==> config.mk <==
export PLATFORM = sky130hd
export DESIGN_NAME = uart_tx_arbiter
export DESIGN_NICKNAME = d
export VERILOG_FILES = /design/src/rtl/uart_tx_arbiter.sv
export SDC_FILE = /design/constraint.sdc
export NUM_CORES = 1
export LEC_CHECK = 0
export BUFFER_PORTS_ARGS = -buffer_cell sky130_fd_sc_hd__buf_4
export CAP_MARGIN = 20
export CORE_MARGIN = 1
export CORE_UTILIZATION = 53
export CTS_BUF_LIST = sky130_fd_sc_hd__clkbuf_8
export DETAILED_ROUTE_END_ITERATION = 10
export PLACE_DENSITY = 0.95
export SLEW_MARGIN = 0
export SYNTH_ARGS = -nofsm -noshare
export SYNTH_HDL_FRONTEND = slang
export SYNTH_SLANG_ARGS = --single-unit
export TNS_END_PERCENT = 50
==> constraint.sdc <==
create_clock -name CLK_Baudin -period 5.6 [get_ports CLK_Baudin]
set_clock_uncertainty 0.05 [all_clocks]
set_input_delay 1.4 -clock CLK_Baudin [delete_from_list [all_inputs] [get_ports CLK_Baudin]]
set_output_delay 1.4 -clock CLK_Baudin [all_outputs]
set_load 0.1 [all_outputs]
==> src/rtl/uart_tx_arbiter.sv <==
// Round-robin arbiter sharing one UART_Tx between N requesters; counts receiver
// NACKs per frame and aborts the transmitter on retry exhaustion or watchdog expiry.
module uart_tx_arbiter #(
  parameter int N         = 4,
  parameter int SIZE      = 32,
  parameter int MAX_RETRY = 3,
  parameter int TIMEOUT   = 1024
) (
  input  logic                           CLK_Baudin,
  input  logic                           RstArb_n,
  input  logic [N-1:0]                   Req,
  input  logic [N*SIZE-1:0]              ReqData,
  output logic [N-1:0]                   Ack,
  output logic [N-1:0]                   Err,
  output logic [$clog2(N)-1:0]           GrantId,
  output logic                           Busy,
  output logic [$clog2(MAX_RETRY+2)-1:0] RetryCnt,
  output logic [SIZE-1:0]                TxDataOut,
  output logic                           TxNewData,
  output logic                           TxAbort,
  input  logic                           TxDone,
  input  logic                           FrameNack
);

  localparam int IDW = $clog2(N);
  localparam int RCW = $clog2(MAX_RETRY + 2);
  localparam int TMW = $clog2(TIMEOUT + 1);
  localparam logic [RCW-1:0] RETRY_LIMIT = RCW'(MAX_RETRY + 1);
  localparam logic [TMW-1:0] TIMER_LIMIT = TMW'(TIMEOUT);
  localparam logic [IDW-1:0] LAST_INIT   = IDW'(N - 1);

  typedef enum logic [2:0] {
    IDLE  = 3'd0,
    LOAD  = 3'd1,
    WAIT  = 3'd2,
    ABORT = 3'd3,
    RESP  = 3'd4
  } state_t;

  state_t         state_reg;
  logic [IDW-1:0] last_reg;
  logic [TMW-1:0] timer_reg;
  logic           done_prev_reg;
  logic           nack_prev_reg;

  logic [SIZE-1:0] req_word [N];
  logic            win_found;
  logic [IDW-1:0]  win_idx;
  logic [IDW-1:0]  cand;
  logic            done_rise;
  logic            nack_rise;
  logic [RCW-1:0]  retry_next;
  logic [TMW-1:0]  timer_next;
  logic [N-1:0]    grant_onehot;

  genvar gi;
  generate
    for (gi = 0; gi < N; gi++) begin : g_word
      assign req_word[gi] = ReqData[gi*SIZE +: SIZE];
    end
  endgenerate

  // Scan from the farthest candidate back to last+1 so the nearest set bit wins.
  always_comb begin
    win_found = 1'b0;
    win_idx   = '0;
    cand      = '0;
    for (int k = N; k >= 1; k--) begin
      cand = IDW'((int'(last_reg) + k) % N);
      if (Req[cand]) begin
        win_found = 1'b1;
        win_idx   = cand;
      end
    end
  end

  // DoneTx stays high after a frame, so only its rising edge counts as completion.
  assign done_rise    = TxDone & ~done_prev_reg;
  assign nack_rise    = FrameNack & ~nack_prev_reg;
  assign retry_next   = (nack_rise && (RetryCnt != RETRY_LIMIT)) ? RetryCnt + RCW'(1) : RetryCnt;
  assign timer_next   = timer_reg + TMW'(1);
  assign grant_onehot = {{(N-1){1'b0}}, 1'b1} << GrantId;

  always_ff @(posedge CLK_Baudin or negedge RstArb_n) begin
    if (!RstArb_n) begin
      state_reg     <= IDLE;
      last_reg      <= LAST_INIT;
      timer_reg     <= '0;
      done_prev_reg <= 1'b0;
      nack_prev_reg <= 1'b0;
      Ack           <= '0;
      Err           <= '0;
      GrantId       <= '0;
      Busy          <= 1'b0;
      RetryCnt      <= '0;
      TxDataOut     <= '0;
      TxNewData     <= 1'b0;
      TxAbort       <= 1'b0;
    end else begin
      done_prev_reg <= TxDone;
      nack_prev_reg <= FrameNack;
      TxNewData     <= 1'b0;
      TxAbort       <= 1'b0;
      Ack           <= '0;
      Err           <= '0;
      case (state_reg)
        IDLE: begin
          if (win_found) begin
            TxDataOut <= req_word[win_idx];
            GrantId   <= win_idx;
            last_reg  <= win_idx;
            RetryCnt  <= '0;
            timer_reg <= '0;
            Busy      <= 1'b1;
            TxNewData <= 1'b1;
            state_reg <= LOAD;
          end
        end
        LOAD: begin
          state_reg <= WAIT;
        end
        WAIT: begin
          timer_reg <= timer_next;
          RetryCnt  <= retry_next;
          if (done_rise) begin
            Ack       <= grant_onehot;
            state_reg <= RESP;
          end else if ((retry_next == RETRY_LIMIT) || (timer_next == TIMER_LIMIT)) begin
            TxAbort   <= 1'b1;
            state_reg <= ABORT;
          end
        end
        ABORT: begin
          Err       <= grant_onehot;
          state_reg <= RESP;
        end
        RESP: begin
          Busy      <= 1'b0;
          state_reg <= IDLE;
        end
        default: begin
          state_reg <= IDLE;
        end
      endcase
    end
  end

endmodule

-- Yosys cells after proc, flatten, opt, wreduce, memory -nomap -nowiden
Index checks and enable logic that the tools add are counted.
- flip-flop bits (word level): 66
- input port bits: 136
- output and inout port bits: 48
- logic and storage cells: 86
- add/sub/neg operators: 6
- $lt $le $gt $ge: 5
- equality and inequality tests: 9
- shift operators: 1
- multiplexer cells: 38
- bitwise operators: 5
- reductions and logical operators: 9
- operators with widths (cell ; count):
    $bmux W32 S2 ; 1
    $mux W32 ; 2
    $pmux W11 S2 ; 1
    $mux W3 ; 5
    $mux W1 ; 14
    $lt A2 B3 Y1 const B ; 4
    $mux W4 ; 3
    $pmux W3 S4 ; 1
    $add A11 B1 Y11 const B ; 1
    $eq A11 B11 Y1 const B ; 1
    $mux W11 ; 1
    $bmux W1 S2 ; 4
    $mux W2 ; 4
    $reduce_and A2 Y1 ; 4
    $eq A3 B2 Y1 const B ; 2
    $eq A3 B3 Y1 const B ; 2
    $ne A3 B3 Y1 const B ; 2
    $pmux W3 S2 ; 1
    $add A2 B1 Y2 const B ; 2
    $add A2 B2 Y2 const B ; 2
    $reduce_bool A2 Y1 ; 2
    $shl A1 B2 Y4 const A ; 1
    $add A3 B1 Y3 const B ; 1
    $eq A3 B1 Y1 const B ; 1
    9 further kinds ; 11

-- Depth between registers and ports, before layout
- depth after elaboration: 11
- gate-level depth with buffers: 8
- depth with buffers taken out: 7

-- Worst setup path after synthesis
No wires, ideal clock.
- kind: input to register
- start point: in Req[1]
- end point: reg TxDataOut[10]
- setup time: 0.138 ns
- arrival time: 2.486 ns
- required time: 5.412 ns
- slack: 2.926 ns
- stages: 7
- buffers on the path: 2
- cells stage by stage: nor2b_1 -> o21a_4 -> nor3_2 -> buf_4 -> buf_8 -> mux2i_1 -> o211ai_1
- cells in the longest elaborated chain, start to end: 10
- elaborated cells on any way between the ends: 21
- those cells by class: mux: 19; bitwise: 1; reduce/logical: 1
- RTL lines (element ; line ; source):
    start, declared ; 11 ; input logic [N-1:0] Req,
    $bmux W1 S2 ; 70 ; if (Req[cand]) begin
    $mux W1 (implied by the code) ; 70 ;
    $mux W2 (4 in a row) ; 70 ;
    $not A2 Y3 (implied by the code) ; 109 ; TxDataOut <= req_word[win_idx];
    $bmux W32 S2 ; 109 ;
    $mux W32 (implied by the code) (2 in a row) ; 109 ;
    end signal, assigned ; 109 ;
    end, declared ; 18 ; output logic [SIZE-1:0] TxDataOut,
Several ways; a longest one is shown, not always the timed one. The select of a mux whose other input is x is not followed.
A chain may end at the register's enable or synchronous reset.

-- Final worst setup path
- start point: in Req[1]
- end point: reg TxDataOut[18]
The elaborated chain is that of the path after synthesis.

==> reports/qor.yml <==
run_status:
  status: "completed"
synth:
  synth_seq_cells: 66
  yosys-top-cells-count: "dfrtp_1, nand2_1, o31ai_1, nand4_1, o211ai_1"
  synth_top_cell_area_share_pct: 39.6
  syn_avg_cell_area_um2: 9.15
  ys_warn_count: 0
  synth.area.top_cells: "dfrtp_1, mux2i_1, a211o_1, o31ai_1, o211ai_1"
  synth.most_common_cell: "dfrtp_1"
  synthArstFlopShare_pct: 100
  yosysSeqAreaShare_pct: 40.9
  synth_cell_types: 45
  yosys.area.top_type: "dfrtp_1"
  synth_edf_count: 0
  syn_area_mm2: 0.00405
  ys.flop_type: "dfrtp_1"
  synth_nets: 581
  postSynthCellCount: 442
finish:
  antenna_cells: 0
  multi_input_area_mm2: 0.00219
  fillers: 504
  fin_nets: 743
  finalInstanceArea_mm2: 0.00562
  drive_gt1_share_pct: 35.8
  largest_reg_flops: 32
  seq_area_mm2: 0.00165
  syn_to_final_growth_pct: 38.9
clock_network:
  hold_buffers: 0
  cts_tree: "yes"
  cts-root-buf: "clkbuf_8"
  clk_pin_slew_ns: 0.08
  cts.sinks: 66
  cts_buffers: 9
  cts-resized-gates: 0
  clk_path_buf_depth: 2
  post_cts_buffers: 0
  clk_latency_ns: 0.34
  cts_max_level: 3
placed_design:
  place.gp.congestion: 0.820
  placed_area_mm2: 0.00541
  port_buffers: 183
  hpwl_mm: 9.32
  pre_cts_ws_ns: 1.89
floorplanning:
  die_w_um: 89.4
  ioPinCount: 184
  initial_core_util_pct: 55.2
  die_y_um: 89.4
  rows: 31
  dieArea_mm2: 0.00799
  core_area_mm2: 0.00733
pwr:
  p_per_area_mw_per_mm2: 610
  p_leak_uw: 0.00266
  max-vdd-ir-drop_mv: 0.488
sta:
  fin_setup_tns_ns: 0
  rsz0062_at_grt: "false"
  worstMarginPinSlew_ns: 1.05
  fin_ws_ns: 2.19
  fin_crit_ns: 3.41
  fin_crit_sh_pct: 60.8
  report.final.setup_viol: 0
  relSlewSlack_pct: 29.9
  drv_slew: 0
  hold_violations: 0
  max_freq_mhz: 294
critical_path:
  critical_path.max_fanout: 33
  criticalPathCategory: "in2reg"
  start_kind: "primary input"
  cp.arrival_ns: 3.56
  end_kind: "flop"
  cp.required_ns: 5.76
  reg2reg_slack_ns: 2.87
global_route:
  grt-ovfl-total: 0
  grtUsageTotal_pct: 33.4
  grt_antenna_before_repair: 0
  grt_pass1_vias: 4237
  grt_pass1_wl_mm: 20.4
  grt_max_degree: 68
route:
  wl_mm: 13.2
  vias: 4447
  drc: 0
  dr.pass1.iters: 6
  detail-route-antenna-nets: 0
  viasPerCell: 6.28
  drtIter0Drc: 322
  wl_per_cell_um: 18.6
worst_hold_path:
  hp-class: "reg2reg"
run:
  maxCapViolations: 0
power by group:
part / switching (µW) / total (µW) / internal [µW]
logic: 1670 / 2240 / 573
registers: 134 / 779 / 645
clock network: 193 / 411 / 219
cells in the final DEF, fill, tap and decap left out, types with 2 or more instances in the layout:
master / count
inv_1: 4
nand2_1: 56
clkinv_4: 3
o22ai_1: 2
clkbuf_8: 10
a31oi_1: 2
nor2b_1: 2
mux2i_1: 32
nand3_1: 7
a211o_1: 32
o211ai_1: 33
nand2b_1: 7
a21oi_2: 2
o31ai_1: 37
ha_1: 3
and3_1: 2
o21ai_1: 2
o21ai_2: 2
nor2_1: 29
dfrtp_1: 64
o21ai_0: 19
and2_1: 2
buf_4: 191
dfstp_2: 2
a21oi_1: 7
nor3_1: 4
nand4_1: 33
nand3b_1: 2
nor4_1: 2
worst paths after layout:
kind	from	end	cells past startpoint
worst max-delay path	Req[1]	TxDataOut[18]	7
worst min-delay path	TxDataOut[8]	TxDataOut[8]	2
worst max register to register	last_reg[0]	TxDataOut[18]	7
worst min register to register	TxDataOut[8]	TxDataOut[8]	2
max in group asynchronous	RstArb_n	timer_reg[0]	1
min in group asynchronous	RstArb_n	TxDataOut[0]	1
critical path, stage by stage:
cell      delay, ns
buf_4          0.13
nor2b_1        0.16
o21a_4         0.34
nor3_4         0.56
buf_4          0.53
mux2i_1        0.30
o211ai_1       0.11
kinds of logic (layout without fill, tap and decap cells):
logic type / count (synthesis) / in the layout / synth area share, %
adder cells (fa/ha/maj): 3 / 3 / 0.928
buffers and inverters: 44 / 211 / 5.32
AND/OR/NAND/NOR: 150 / 150 / 18.0
flip-flops: 66 / 66 / 40.9
AO/OA/AOI/OAI: 146 / 146 / 26.7
multiplexers: 33 / 33 / 8.19
final cells by class:
type | instances | area share [%]
Timing Repair Buffer | 191 | 25.5
Inverter | 4 | 0.267
Sequential cell | 66 | 29.4
Multi-Input combinational cell | 332 | 38.9
Clock buffer | 10 | 2.45
Tap cell | 99 | 2.20
Clock inverter | 6 | 1.20
per-layer routing:
metal	vias up	GRT usage (%)	wire, µm
li1	2013	-	-
met1	2096	40.9	4850
met2	296	56.7	6730
met3	42	7.29	1150
met4	0	14.6	434
met5	-	0	0
per-stage QoR:
step	hold slack, ns	cells	util [%]	total power [µW]
after floorplan	0.406	442	-	2510
after global placement	0.437	692	73.9	2940
after detailed placement	0.450	692	73.9	3000
after CTS	0.468	708	76.7	3410
after global routing	0.490	708	76.7	3590
final	0.467	708	76.7	3430
Power figures use the tool's default switching activity.
